[src/rtl/vm_pkg.sv]
// Shared types and helpers for the multi-item vending controller.
//   vm_state_e : controller state (IDLE / CREDIT / CHANGE)
//   C_*        : coin/change codes, value k = k units of Rs5
//   price_of   : unpacks one 8-bit price from a packed price vector
package vm_pkg;

  typedef enum logic [1:0] {
    IDLE   = 2'd0,
    CREDIT = 2'd1,
    CHANGE = 2'd2
  } vm_state_e;

  localparam logic [2:0] C_NONE = 3'd0;
  localparam logic [2:0] C_5    = 3'd1;
  localparam logic [2:0] C_10   = 3'd2;
  localparam logic [2:0] C_15   = 3'd3;
  localparam logic [2:0] C_20   = 3'd4;

  // Price vectors are zero-extended to 256b so one function serves any item count.
  function automatic logic [7:0] price_of(input logic [255:0] prices, input int unsigned idx);
    return prices[idx*8 +: 8];
  endfunction

endpackage

[src/rtl/vm_change_gen.sv]
// Greedy change selector: offers the largest legal coin not exceeding the credit.
//   credit   in  CREDIT_W  remaining credit in units
//   chg_coin out COIN_W    min(credit, MAX_COIN)
module vm_change_gen #(
  parameter int CREDIT_W = 8,
  parameter int COIN_W   = 3,
  parameter int MAX_COIN = 4
) (
  input  logic [CREDIT_W-1:0] credit,
  output logic [COIN_W-1:0]   chg_coin
);

  localparam logic [CREDIT_W-1:0] MAX_C = CREDIT_W'(MAX_COIN);

  always_comb begin
    chg_coin = (credit > MAX_C) ? COIN_W'(MAX_COIN) : credit[COIN_W-1:0];
  end

endmodule

[src/rtl/vending_machine_multi.sv]
// Multi-item vending controller: accumulates coin credit, vends an item when
// credit covers its price, tracks per-item stock, returns change coin by coin.
//   clk/rst                 clock, async active-low reset
//   coin_valid/coin/ready   coin acceptor handshake; coin_reject pulses on bad coin
//   sel_valid/sel_item      keypad selection; vend/vend_item or sel_err pulse
//   cancel                  refund all credit through the change path
//   chg_valid/coin/ready    hopper handshake, one coin per accepted transfer
//   credit, sold_out        status
module vending_machine_multi
  import vm_pkg::*;
#(
  parameter int                     N_ITEMS    = 4,
  parameter int                     COIN_W     = 3,
  parameter int                     MAX_COIN   = 4,
  parameter int                     CREDIT_W   = 8,
  parameter int                     MAX_CREDIT = 40,
  parameter logic [N_ITEMS*8-1:0]   PRICES     = {8'd4, 8'd3, 8'd2, 8'd1},
  parameter int                     STOCK_W    = 4,
  parameter int                     STOCK_INIT = 10,
  localparam int                    SEL_W      = (N_ITEMS > 1) ? $clog2(N_ITEMS) : 1
) (
  input  logic                clk,
  input  logic                rst,
  input  logic                coin_valid,
  input  logic [COIN_W-1:0]   coin,
  output logic                coin_ready,
  output logic                coin_reject,
  input  logic                sel_valid,
  input  logic [SEL_W-1:0]    sel_item,
  input  logic                cancel,
  output logic                vend,
  output logic [SEL_W-1:0]    vend_item,
  output logic                sel_err,
  output logic                chg_valid,
  output logic [COIN_W-1:0]   chg_coin,
  input  logic                chg_ready,
  output logic [CREDIT_W-1:0] credit,
  output logic [N_ITEMS-1:0]  sold_out
);

  localparam logic [SEL_W:0] N_ITEMS_W = (SEL_W+1)'(N_ITEMS);

  vm_state_e                        state_q, state_d;
  logic [CREDIT_W-1:0]              credit_q, credit_d;
  logic [N_ITEMS-1:0][STOCK_W-1:0]  stock_q, stock_d;
  logic                             vend_q, vend_d;
  logic                             rej_q, rej_d;
  logic                             err_q, err_d;
  logic [SEL_W-1:0]                 vend_item_q, vend_item_d;

  logic [N_ITEMS-1:0][7:0]          price_arr;
  logic [COIN_W-1:0]                chg_coin_w;

  for (genvar i = 0; i < N_ITEMS; i++) begin : g_item
    assign price_arr[i] = price_of(256'(PRICES), i);
    assign sold_out[i]  = (stock_q[i] == '0);
  end

  vm_change_gen #(.CREDIT_W(CREDIT_W), .COIN_W(COIN_W), .MAX_COIN(MAX_COIN)) u_chg (
    .credit   (credit_q),
    .chg_coin (chg_coin_w)
  );

  // Selection decode; out-of-range indices are masked before any array lookup matters.
  logic                sel_idx_ok, sel_good;
  logic [CREDIT_W-1:0] sel_price;
  logic [STOCK_W-1:0]  sel_stock;
  logic [CREDIT_W:0]   coin_sum;
  logic                coin_bad;

  always_comb begin
    sel_idx_ok = ({1'b0, sel_item} < N_ITEMS_W);
    sel_price  = sel_idx_ok ? CREDIT_W'(price_arr[sel_item]) : '0;
    sel_stock  = sel_idx_ok ? stock_q[sel_item] : '0;
    sel_good   = sel_idx_ok && (sel_stock != '0) && (credit_q >= sel_price);
    coin_sum   = {1'b0, credit_q} + (CREDIT_W+1)'(coin);
    coin_bad   = (coin == COIN_W'(C_NONE)) || (coin > COIN_W'(MAX_COIN)) ||
                 (coin_sum > (CREDIT_W+1)'(MAX_CREDIT));
  end

  // State register
  always_ff @(posedge clk or negedge rst) begin
    if (!rst) begin
      state_q     <= IDLE;
      credit_q    <= '0;
      stock_q     <= {N_ITEMS{STOCK_W'(STOCK_INIT)}};
      vend_q      <= 1'b0;
      rej_q       <= 1'b0;
      err_q       <= 1'b0;
      vend_item_q <= '0;
    end else begin
      state_q     <= state_d;
      credit_q    <= credit_d;
      stock_q     <= stock_d;
      vend_q      <= vend_d;
      rej_q       <= rej_d;
      err_q       <= err_d;
      vend_item_q <= vend_item_d;
    end
  end

  // Next state / datapath. Outside CHANGE: cancel > selection > coin.
  always_comb begin
    state_d     = state_q;
    credit_d    = credit_q;
    stock_d     = stock_q;
    vend_d      = 1'b0;
    rej_d       = 1'b0;
    err_d       = 1'b0;
    vend_item_d = vend_item_q;
    case (state_q)
      CHANGE: begin
        if (chg_ready) begin
          credit_d = credit_q - CREDIT_W'(chg_coin_w);
          if (credit_d == '0) state_d = IDLE;
        end
      end
      default: begin
        if (cancel) begin
          if (credit_q != '0) state_d = CHANGE;
        end else if (sel_valid) begin
          if (!sel_good) begin
            err_d = 1'b1;
          end else begin
            vend_d            = 1'b1;
            vend_item_d       = sel_item;
            credit_d          = credit_q - sel_price;
            stock_d[sel_item] = stock_q[sel_item] - 1'b1;
            state_d           = (credit_d != '0) ? CHANGE : IDLE;
          end
        end else if (coin_valid) begin
          if (coin_bad) begin
            rej_d = 1'b1;
          end else begin
            credit_d = coin_sum[CREDIT_W-1:0];
            state_d  = CREDIT;
          end
        end
      end
    endcase
  end

  // Outputs
  always_comb begin
    coin_ready = (state_q != CHANGE) && !cancel && !sel_valid;
    chg_valid  = (state_q == CHANGE);
    chg_coin   = chg_valid ? chg_coin_w : '0;
  end

  assign coin_reject = rej_q;
  assign sel_err     = err_q;
  assign vend        = vend_q;
  assign vend_item   = vend_item_q;
  assign credit      = credit_q;

endmodule

[config.mk]
export PLATFORM = sky130hd
export DESIGN_NAME = vending_machine_multi
export DESIGN_NICKNAME = d
export VERILOG_FILES = /design/src/rtl/vm_pkg.sv /design/src/rtl/vm_change_gen.sv /design/src/rtl/vending_machine_multi.sv
export SDC_FILE = /design/constraint.sdc
export NUM_CORES = 1
export LEC_CHECK = 0
export ABC_CLOCK_PERIOD_IN_PS = 3600
export CAP_MARGIN = 20
export CORE_UTILIZATION = 35
export DETAILED_ROUTE_END_ITERATION = 16
export PLACE_DENSITY = 0.65
export SETUP_SLACK_MARGIN = 0.02
export SLEW_MARGIN = 20
export SYNTH_ARGS = -nofsm -noshare
export SYNTH_HDL_FRONTEND = slang
export SYNTH_HIERARCHICAL = 1
export SYNTH_SLANG_ARGS = --single-unit
[constraint.sdc]
create_clock -name clk -period 3.6 [get_ports clk]
set_input_delay 0.9 -clock clk [delete_from_list [all_inputs] [get_ports clk]]
set_output_delay 0.9 -clock clk [all_outputs]
set_load 0.01 [all_outputs]
### Word-level counts from Yosys, hierarchy flattened

Index checks and enable logic that the tools add are counted.

* output and inout bits: 22
* register bits: 31
* word-level logic and storage cells: 93

* magnitude comparators: 6
* equal/unequal tests: 10
* reductions and logical operators: 22
* bitwise gates (word level): 2
* multiplexer cells: 39
* $add $sub $neg: 4

Operators with widths (number)
* 8-bit 2-to-1 mux: 8
* 2-bit 2-to-1 mux: 10
* 8-bit binary-select mux with 2-bit select: 1
* 16-bit bitwise mux: 1
* 4-bit logical NOT: 4
* 8-bit nonzero test: 2
* 1-bit 2-to-1 mux: 13
* 8-bit by 3-bit adder with 9-bit output: 1
* 9-bit by 6-bit > comparator with 1-bit output, second input constant: 1
* 4-bit binary-select mux with 2-bit select: 1
* 4-bit demux with 2-bit select: 1
* 8-bit >= comparator: 1
* 8-bit by 3-bit > comparator with 1-bit output, second input constant: 1
* 8-bit logical NOT: 1
* 4-bit 2-to-1 mux: 2
* 4-bit nonzero test: 2
* 8-bit by 3-bit subtractor with 8-bit output: 1
* 8-bit subtractor: 1
* 3-bit 2-to-1 mux: 2
* 2-bit by 1-bit inequality test with 1-bit output, second input constant: 3
* 3-bit by 1-bit inequality test with 1-bit output, second input constant: 2
* 6-bit AND reduction: 1
* 5-bit AND reduction: 1
* 1-bit logical AND: 4
* other kinds (15): 18

### Longest topological paths before layout

Gate-level depths: netlist (run 1).

* word-level depth: 9
* gate-level depth with buffers: 12
* mapped depth without buffers: 12

### Modules after synthesis

Netlist (run 1), hierarchy kept.

Modules (own cells, without submodules)
* vending_machine_multi: instances 1, cells each 243, area each 2347.3 um2
* vm_change_gen: instances 1, cells each 5, area each 32.5 um2

### Least setup slack after synthesis (run 1)

Ideal clock, no wire load.

* path kind: input-to-reg
* start point: input port sel_item[1]
* end point: register credit_q[0], in the netlist credit[0]
* buffers on the path: 1
* cell stages on the path: 11
* required time: 3.475 ns
* slack: -0.012 ns
* data arrival time: 3.487 ns
* cell sequence: clkbuf_1 -> inv_1 -> ha_1 -> inv_1 -> fa_1 -> a21o_1 -> a2111oi_4 -> nor2_2 -> a221oi_4 -> nor2_4 -> mux2_4

* cells in the longest elaborated chain, start to end: 7

Ends and longest elaborated chain
* from (decl): line vending_machine_multi.sv:29 `input logic [SEL_W-1:0] sel_item,`
* 8-bit binary-select mux with 2-bit select: line vending_machine_multi.sv:73 `sel_price = sel_idx_ok ? CREDIT_W'(price_arr[sel_item]) : '0;`
* 8-bit 2-to-1 mux (implied by the code): line vending_machine_multi.sv:73
* 8-bit subtractor: line vending_machine_multi.sv:127 `credit_d = credit_q - sel_price;`
* 8-bit 2-to-1 mux: line vending_machine_multi.sv:122 `if (!sel_good) begin`
* 8-bit 2-to-1 mux: line vending_machine_multi.sv:121 `end else if (sel_valid) begin`
* 8-bit 2-to-1 mux: line vending_machine_multi.sv:119 `if (cancel) begin`
* 8-bit 2-to-1 mux: line vending_machine_multi.sv:111 `case (state_q)`
* to (signal assigned): line vending_machine_multi.sv:93 `credit_q <= credit_d;`
* to (decl): line vending_machine_multi.sv:44 `logic [CREDIT_W-1:0] credit_q, credit_d;`

Several ways; a longest one is shown, not always the timed one. The select of a mux whose other input is x is not followed.
A chain may end at the register's enable or synchronous reset.

### Worst setup path in the final report (run 1)

* start point: input port sel_item[0]
* end point: register credit_q[2], in the netlist credit[2]

Same word-level chain as after synthesis.

==> results of run 1 <==
worst paths after layout:
| check | startpoint | end | slack (ps) |
|---|---|---|---|
| hold / removal | stock_q[9] | stock_q[9] | 490 |
| min in group asynchronous | rst | stock_q[8] | 1000 |
| max in group asynchronous | rst | stock_q[15] | 2270 |
| setup reg to reg | credit[7] | state_q[1] | 490 |
| setup / recovery | sel_item[0] | credit[2] | 190 |
| hold reg to reg | stock_q[9] | stock_q[9] | 490 |
sequential cells by signal (all words and copies together), names as in the netlist:
register	count
stock_q	16
sel_err	1
vend_item	2
coin_reject	1
credit	8
vend	1
state_q	2
power groups by stage:
| stage | clock [W] | sequential (W) | combinational, W |
|---|---|---|---|
| floorplan | 0 | 0.000682 | 0.00112 |
| global placement | 0 | 0.000661 | 0.00190 |
| detailed placement | 0 | 0.000663 | 0.00192 |
| CTS | 0.000317 | 0.000658 | 0.00193 |
| global route | 0.000333 | 0.000683 | 0.00214 |
| finish | 0.000314 | 0.000658 | 0.00195 |
cell families (layout without fill, tap and decap cells):
group	Yosys count	after routing	synth area share (%)
AO/OA/AOI/OAI	57	57	18.3
AND/OR/NAND/NOR	80	80	17.7
flip-flops	31	31	33.0
multiplexers	19	19	11.0
buffers and inverters	30	104	4.89
adder cells (fa/ha/maj)	17	17	9.88
XOR/XNOR	14	14	5.15
worst register-to-register path, cell delays in order, from the launching register on:
cell	delay [ps]
dfrtp_1	390
nor4_2	430
and3_1	250
ha_1	170
inv_1	50
fa_1	400
xnor2_1	190
nor4bb_1	390
nand4_1	130
o22ai_1	190
o211a_1	200
o21ai_1	90
mux2i_1	120
area by class of cell:
class                           instances  area [um2]
Timing Repair Buffer                   74         639
Inverter                               22        82.6
Multi-Input combinational cell        187        1480
Fill cell                             605        3270
Sequential cell                        31         786
Tap cell                               77        96.3
Clock buffer                            8         100
per-stage QoR:
stage	power, W	TNS [ps]	hold WS (ps)	util (%)	instances
final	0.00293	0	492	49.3	399
after global routing	0.00316	0	536	49.3	399
after CTS	0.00290	0	497	49.2	399
after detailed placement	0.00259	-1420	487	47.7	391
after global placement	0.00256	-899	474	47.7	391
after floorplan	0.00180	0	465	-	248
cell usage in the layout (no fill, tap or decap), drive strengths merged, types with 9 or more instances in the layout:
cell	synthesis	routed
nand2	25	25
nor2	17	17
buf	4	42
clkdlybuf4s50	0	32
dfrtp	23	23
o21ai	18	18
mux2	13	13
ha	14	14
xnor2	10	10
a21oi	10	10
nor3	9	9
inv	22	22
routing by layer:
metal	GRT usage [%]	share of wire, %	vias to the layer above
met5	0	0	-
li1	-	-	1045
met1	25.8	48	1013
met2	30.4	46	58
met3	3.15	4.9	8
met4	4.93	1.4	0
==> out/results.tsv, run 1 <==
metric	value	unit
outcome	completed	
cp_num_buf_inv	3	
viasPerCell	5.32	
min_period_over_period	94.8	%
synth_edf_count	0	
cts-root-buf	clkbuf_8	
ctsHoldBuffers	0	
placed_cell_area	0.00308	mm2
crit_top_cell	inv_1	
wire_per_inst	15.3	um
post_cts_resize_count	0	
routabilityCongestion	0.889	
rsz0062_at_grt	no	
p_comb_share	66.8	%
hold_class	reg2reg	
critical_path_depth	11	
antenna_found_initial	0	
switchingPower	0.00124	W
min_period	3410	ps
pre_cts_ws	-197	ps
grt_start_max_net_pins	32	
leakage	1.42	nW
final_cell_area	0.00319	mm2
critPathMaxStageDelay	500	ps
cts_setup_buffers	0	
cp_cell_sequence	clkdlybuf4s50_1, inv_1, ha_1, inv_1, fa_1, a21o_1, a2111oi_4, nor2_2, a221oi_4, nor2_4, mux2_4	
initial_core_util	36.8	%
power.density	918	mW/mm2
clkLatencyLatePin	290	ps
clk_pin_slew	70	ps
endpoint_kind	register	
syn_inst	248	
syn_nets	276	
critPathLaunchType	input port	
ys_top_cells_by_count	25 x nand2_1, 23 x dfrtp_1, 22 x inv_1	
cts.sinks	31	
crit_slowest_cell	clkdlybuf4s50_1	
whs_path_depth	2	
grt_pass1_wl	10500	um
irDropWorstVdd	434	uV
cts_buffer_depth	2	
track_usage	18.7	%
drt_iter0_markers	139	
ant_nets	0	
maxSlewHeadroom	73.4	%
seqPwrFrac	22.5	%
routed_wl	6120	um
worstSetupPathType	in2reg	
drc	0	
firstDrtPassIters	4	
numCtsBuffers	5	
arrival	3590	ps
synth_area_leader_cell	dfrtp_1	
swShare	42.5	%
ys_top_cells_by_area	dfrtp_1 24%, dfstp_2 8.8%, ha_1 7.4%	
htree_levels	2	
synth_ff_type	dfrtp_1	
die_area	0.00713	mm2
yosysSeqAreaShare	33.0	%
async_reset_ff_share	100	%
synth_top_cell_area_share	24.2	%
synth.most_common_cell	nand2_1	
setup_slack	186	ps
cts_tree	built	
die_w	84.5	um
vias	2124	
hpwl	4700	um
n_antenna_cell	0	
grt_pass1_vias	2148	
avgSynthCellArea	9.60	um2
fin_skew	5.55	ps
critPathMaxFanout	3	
worstMarginPinSlew	395	ps
fmax	293	MHz
syn2layout_area_growth	33.9	%
io_buffer_count	32	
drive_gt1_share	25.5	%
num_rows	29	
critPathRequiredTime	3770	ps
yosysWarnings	6	
reg2regPathDepth	12	
clkPwrFrac	10.7	%
hold_viol	0	
nets	349	
synth-seq-cells	31	
die_y	84.5	um
ys_types	52	
critPathTopFamily	compound AO/OA/AOI/OAI gates	
core	0.00646	mm2
ios	33	
setup-violations-final	0	
overflow	0	
synth_area	0.00238	mm2
p_int	0.00168	W
drv_slew	0	
max_cap_violations	0	
Note: power is estimated with default switching activity, not from simulation.
==> run 2, diff against run 1 <==
--- a/config.mk
+++ b/config.mk
@@ -7,7 +7,9 @@
 export LEC_CHECK = 0
 export ABC_CLOCK_PERIOD_IN_PS = 3600
 export CAP_MARGIN = 20
+export CORE_ASPECT_RATIO = 0.5
 export CORE_UTILIZATION = 35
+export CTS_BUF_LIST = sky130_fd_sc_hd__clkbuf_8
 export DETAILED_ROUTE_END_ITERATION = 16
 export PLACE_DENSITY = 0.65
 export SETUP_SLACK_MARGIN = 0.02
==> run 2 against run 1 <==
Effect of this change:
- combinational power about the same
- utilization up 1.7 points
- count of clock-buffer cells in the layout down 2
- via count up 0.75%
- worst hold slack better by 9.7 ps
==> out/results.tsv, run 2 (synthesis results as in run 1) <==
metric	value	unit	change
critPathRequiredTime	3770	ps	about the same
clk_pin_slew	70	ps	about the same
wl_met1	2890	um	was 2940 um
route.met3.wl	296	um	was 299 um
cts.sinks	31		unchanged
power.density	924	mW/mm2	was 918 mW/mm2
die_w	119	um	was 84.5 um
vias	2140		was 2124
post_cts_resize_count	0		unchanged
ant_nets	0		unchanged
fin_util	51.1	%	was 49.3%
drv_slew	0		unchanged
outcome	completed		unchanged
highest_layer	met4		unchanged
overflow	0		unchanged
seqPwrFrac	22.0	%	was 22.5%
cts-root-buf	clkbuf_8		unchanged
grt_pass1_wl	10300	um	was 10500 um
routed_wl	6140	um	was 6120 um
worstMarginPinSlew	424	ps	was 395 ps
switchingPower	0.00125	W	was 0.00124 W
hold_class	reg2reg		unchanged
drc	0		unchanged
n_antenna_cell	0		unchanged
r2r_slack	410	ps	was 490 ps
routabilityCongestion	0.898		was 0.889
setup-violations-final	0		unchanged
final_common_cell	buf_4		unchanged
leakage	1.43	nW	was 1.42 nW
swShare	41.9	%	was 42.5%
antenna_found_initial	0		unchanged
htree_levels	2		unchanged
die_y	60.3	um	was 84.5 um
ios	33		unchanged
numCtsBuffers	5		unchanged
cts_buffer_depth	2		unchanged
maxSlewHeadroom	71.5	%	was 73.4%
cts_setup_buffers	0		unchanged
crit_slowest_cell	clkdlybuf4s50_1		unchanged
grt_pass1_vias	2180		was 2148
fin_skew	9.49	ps	was 5.55 ps
hp-start	stock_q[9]		unchanged
ctsHoldBuffers	0		unchanged
whs_path_depth	2		unchanged
min_period_over_period	96.8	%	was 94.8%
worstSetupPathType	in2reg		unchanged
critPathMaxStageDelay	490	ps	was 500 ps
fmax	287	MHz	was 293 MHz
track_usage	18.4	%	was 18.7%
placed_cell_area	0.00309	mm2	was 0.00308 mm2
regMostFlops	stock_q		unchanged
largest_reg_flops	16		unchanged
setup_slack	116	ps	was 186 ps
most-common-layout-cells	42 x buf_4, 32 x clkdlybuf4s50_1, 25 x nand2_1, 23 x dfrtp_1, 22 x inv_1		was 41 x buf_4, 32 x clkdlybuf4s50_1, 25 x nand2_1, 23 x dfrtp_1, 22 x inv_1
drt_iter0_markers	173		was 139
cp_cell_sequence	clkdlybuf4s50_1, ha_1, inv_1, fa_1, xnor2_1, nor3b_2, o221ai_1, a211oi_2, a21oi_4, nor2_4, mux2_4		was clkdlybuf4s50_1, inv_1, ha_1, inv_1, fa_1, a21o_1, a2111oi_4, nor2_2, a221oi_4, nor2_4, mux2_4
die_area	0.00715	mm2	was 0.00713 mm2
critPathMaxFanout	6		was 3
p_comb_share	65.8	%	was 66.8%
nets	349		unchanged
initial_core_util	37.7	%	was 36.8%
endpoint_kind	register		unchanged
rsz0062_at_grt	yes		was no
min_to	stock_q[9]		unchanged
r2r_start	credit[6]		was credit[7]
clkPwrFrac	12.2	%	was 10.7%
r2r_end	state_q[1]		unchanged
hold_viol	0		unchanged
arrival	3660	ps	was 3590 ps
wl_met2	2880	um	was 2800 um
firstDrtPassIters	4		unchanged
core	0.00631	mm2	was 0.00646 mm2
syn2layout_area_growth	35.4	%	was 33.9%
io_buffer_count	32		unchanged
hpwl	4790	um	was 4700 um
viasPerCell	5.22		was 5.32
min_period	3480	ps	was 3410 ps
max_cap_violations	0		unchanged
critPathLaunchType	input port		unchanged
clkLatencyLatePin	290	ps	about the same
num_rows	20		was 29
p_int	0.00173	W	was 0.00168 W
pre_cts_ws	-237	ps	was -197 ps
reg2regPathDepth	12		unchanged
cts_tree	built		unchanged
wire_per_inst	15.0	um	was 15.3 um
irDropWorstVdd	258	uV	was 434 uV
final_cell_area	0.00322	mm2	was 0.00319 mm2
grt_start_max_net_pins	32		unchanged
drive_gt1_share	25.8	%	was 25.5%
run 2: changes by cell type in the layout (fill, tap and decap cells not counted), sizes merged:
cell    delta
clkinv     +1
bufinv     +1
clkbuf     -2
run 2: cell type report:
class                           count  area (um2)
Sequential cell                    31         786
Clock inverter                      2        35.0
Fill cell                         592        3080
Multi-Input combinational cell    187        1490
Tap cell                           88         110
Inverter                           22        82.6
Timing Repair Buffer               74         636
Clock buffer                        6        82.6
run 2: power groups by stage:
stage / clock, W / sequential [W] / combinational (W)
global placement: 0 / 0.000655 / 0.00190
finish: 0.000362 / 0.000655 / 0.00196
global route: 0.000380 / 0.000672 / 0.00214
detailed placement: 0 / 0.000659 / 0.00193
CTS: 0.000365 / 0.000652 / 0.00194
floorplan: 0 / 0.000682 / 0.00112
run 2: stage by stage:
step | std cells | hold slack, ps | total power [W] | TNS (ps)
after floorplan | 248 | 465 | 0.00180 | 0
after global placement | 402 | 479 | 0.00255 | -966
after detailed placement | 402 | 488 | 0.00259 | -1610
after CTS | 410 | 498 | 0.00296 | 0
after global routing | 410 | 531 | 0.00319 | -5.04
final | 410 | 502 | 0.00298 | 0
run 2: worst max-delay path by stage:
stage / from / end / slack [ps] / cells after the start
after floorplan: sel_item[1] / credit[0] / 100 / 11
after CTS: coin[0] / credit[0] / 60 / 11
after detailed placement: coin[0] / credit[0] / -240 / 11
after global placement: sel_item[0] / credit[2] / -160 / 12
final: coin[0] / credit[0] / 120 / 11
after global routing: coin[0] / credit[0] / -5 / 11
run 2: critical path, delay by kind of cell:
kind | cells | cell delay [ps]
mux | 1 | 310
xor+xnor | 1 | 180
buf+inv | 2 | 550
compound gates | 3 | 740
simple gates | 2 | 390
fa+ha+maj | 2 | 580
run 2: metal layers:
metal	vias to the layer above	global-route usage, %
li1	1040	-
met1	1030	23.3
met2	61	33.4
met3	9	2.96
met4	0	5.24
met5	-	0
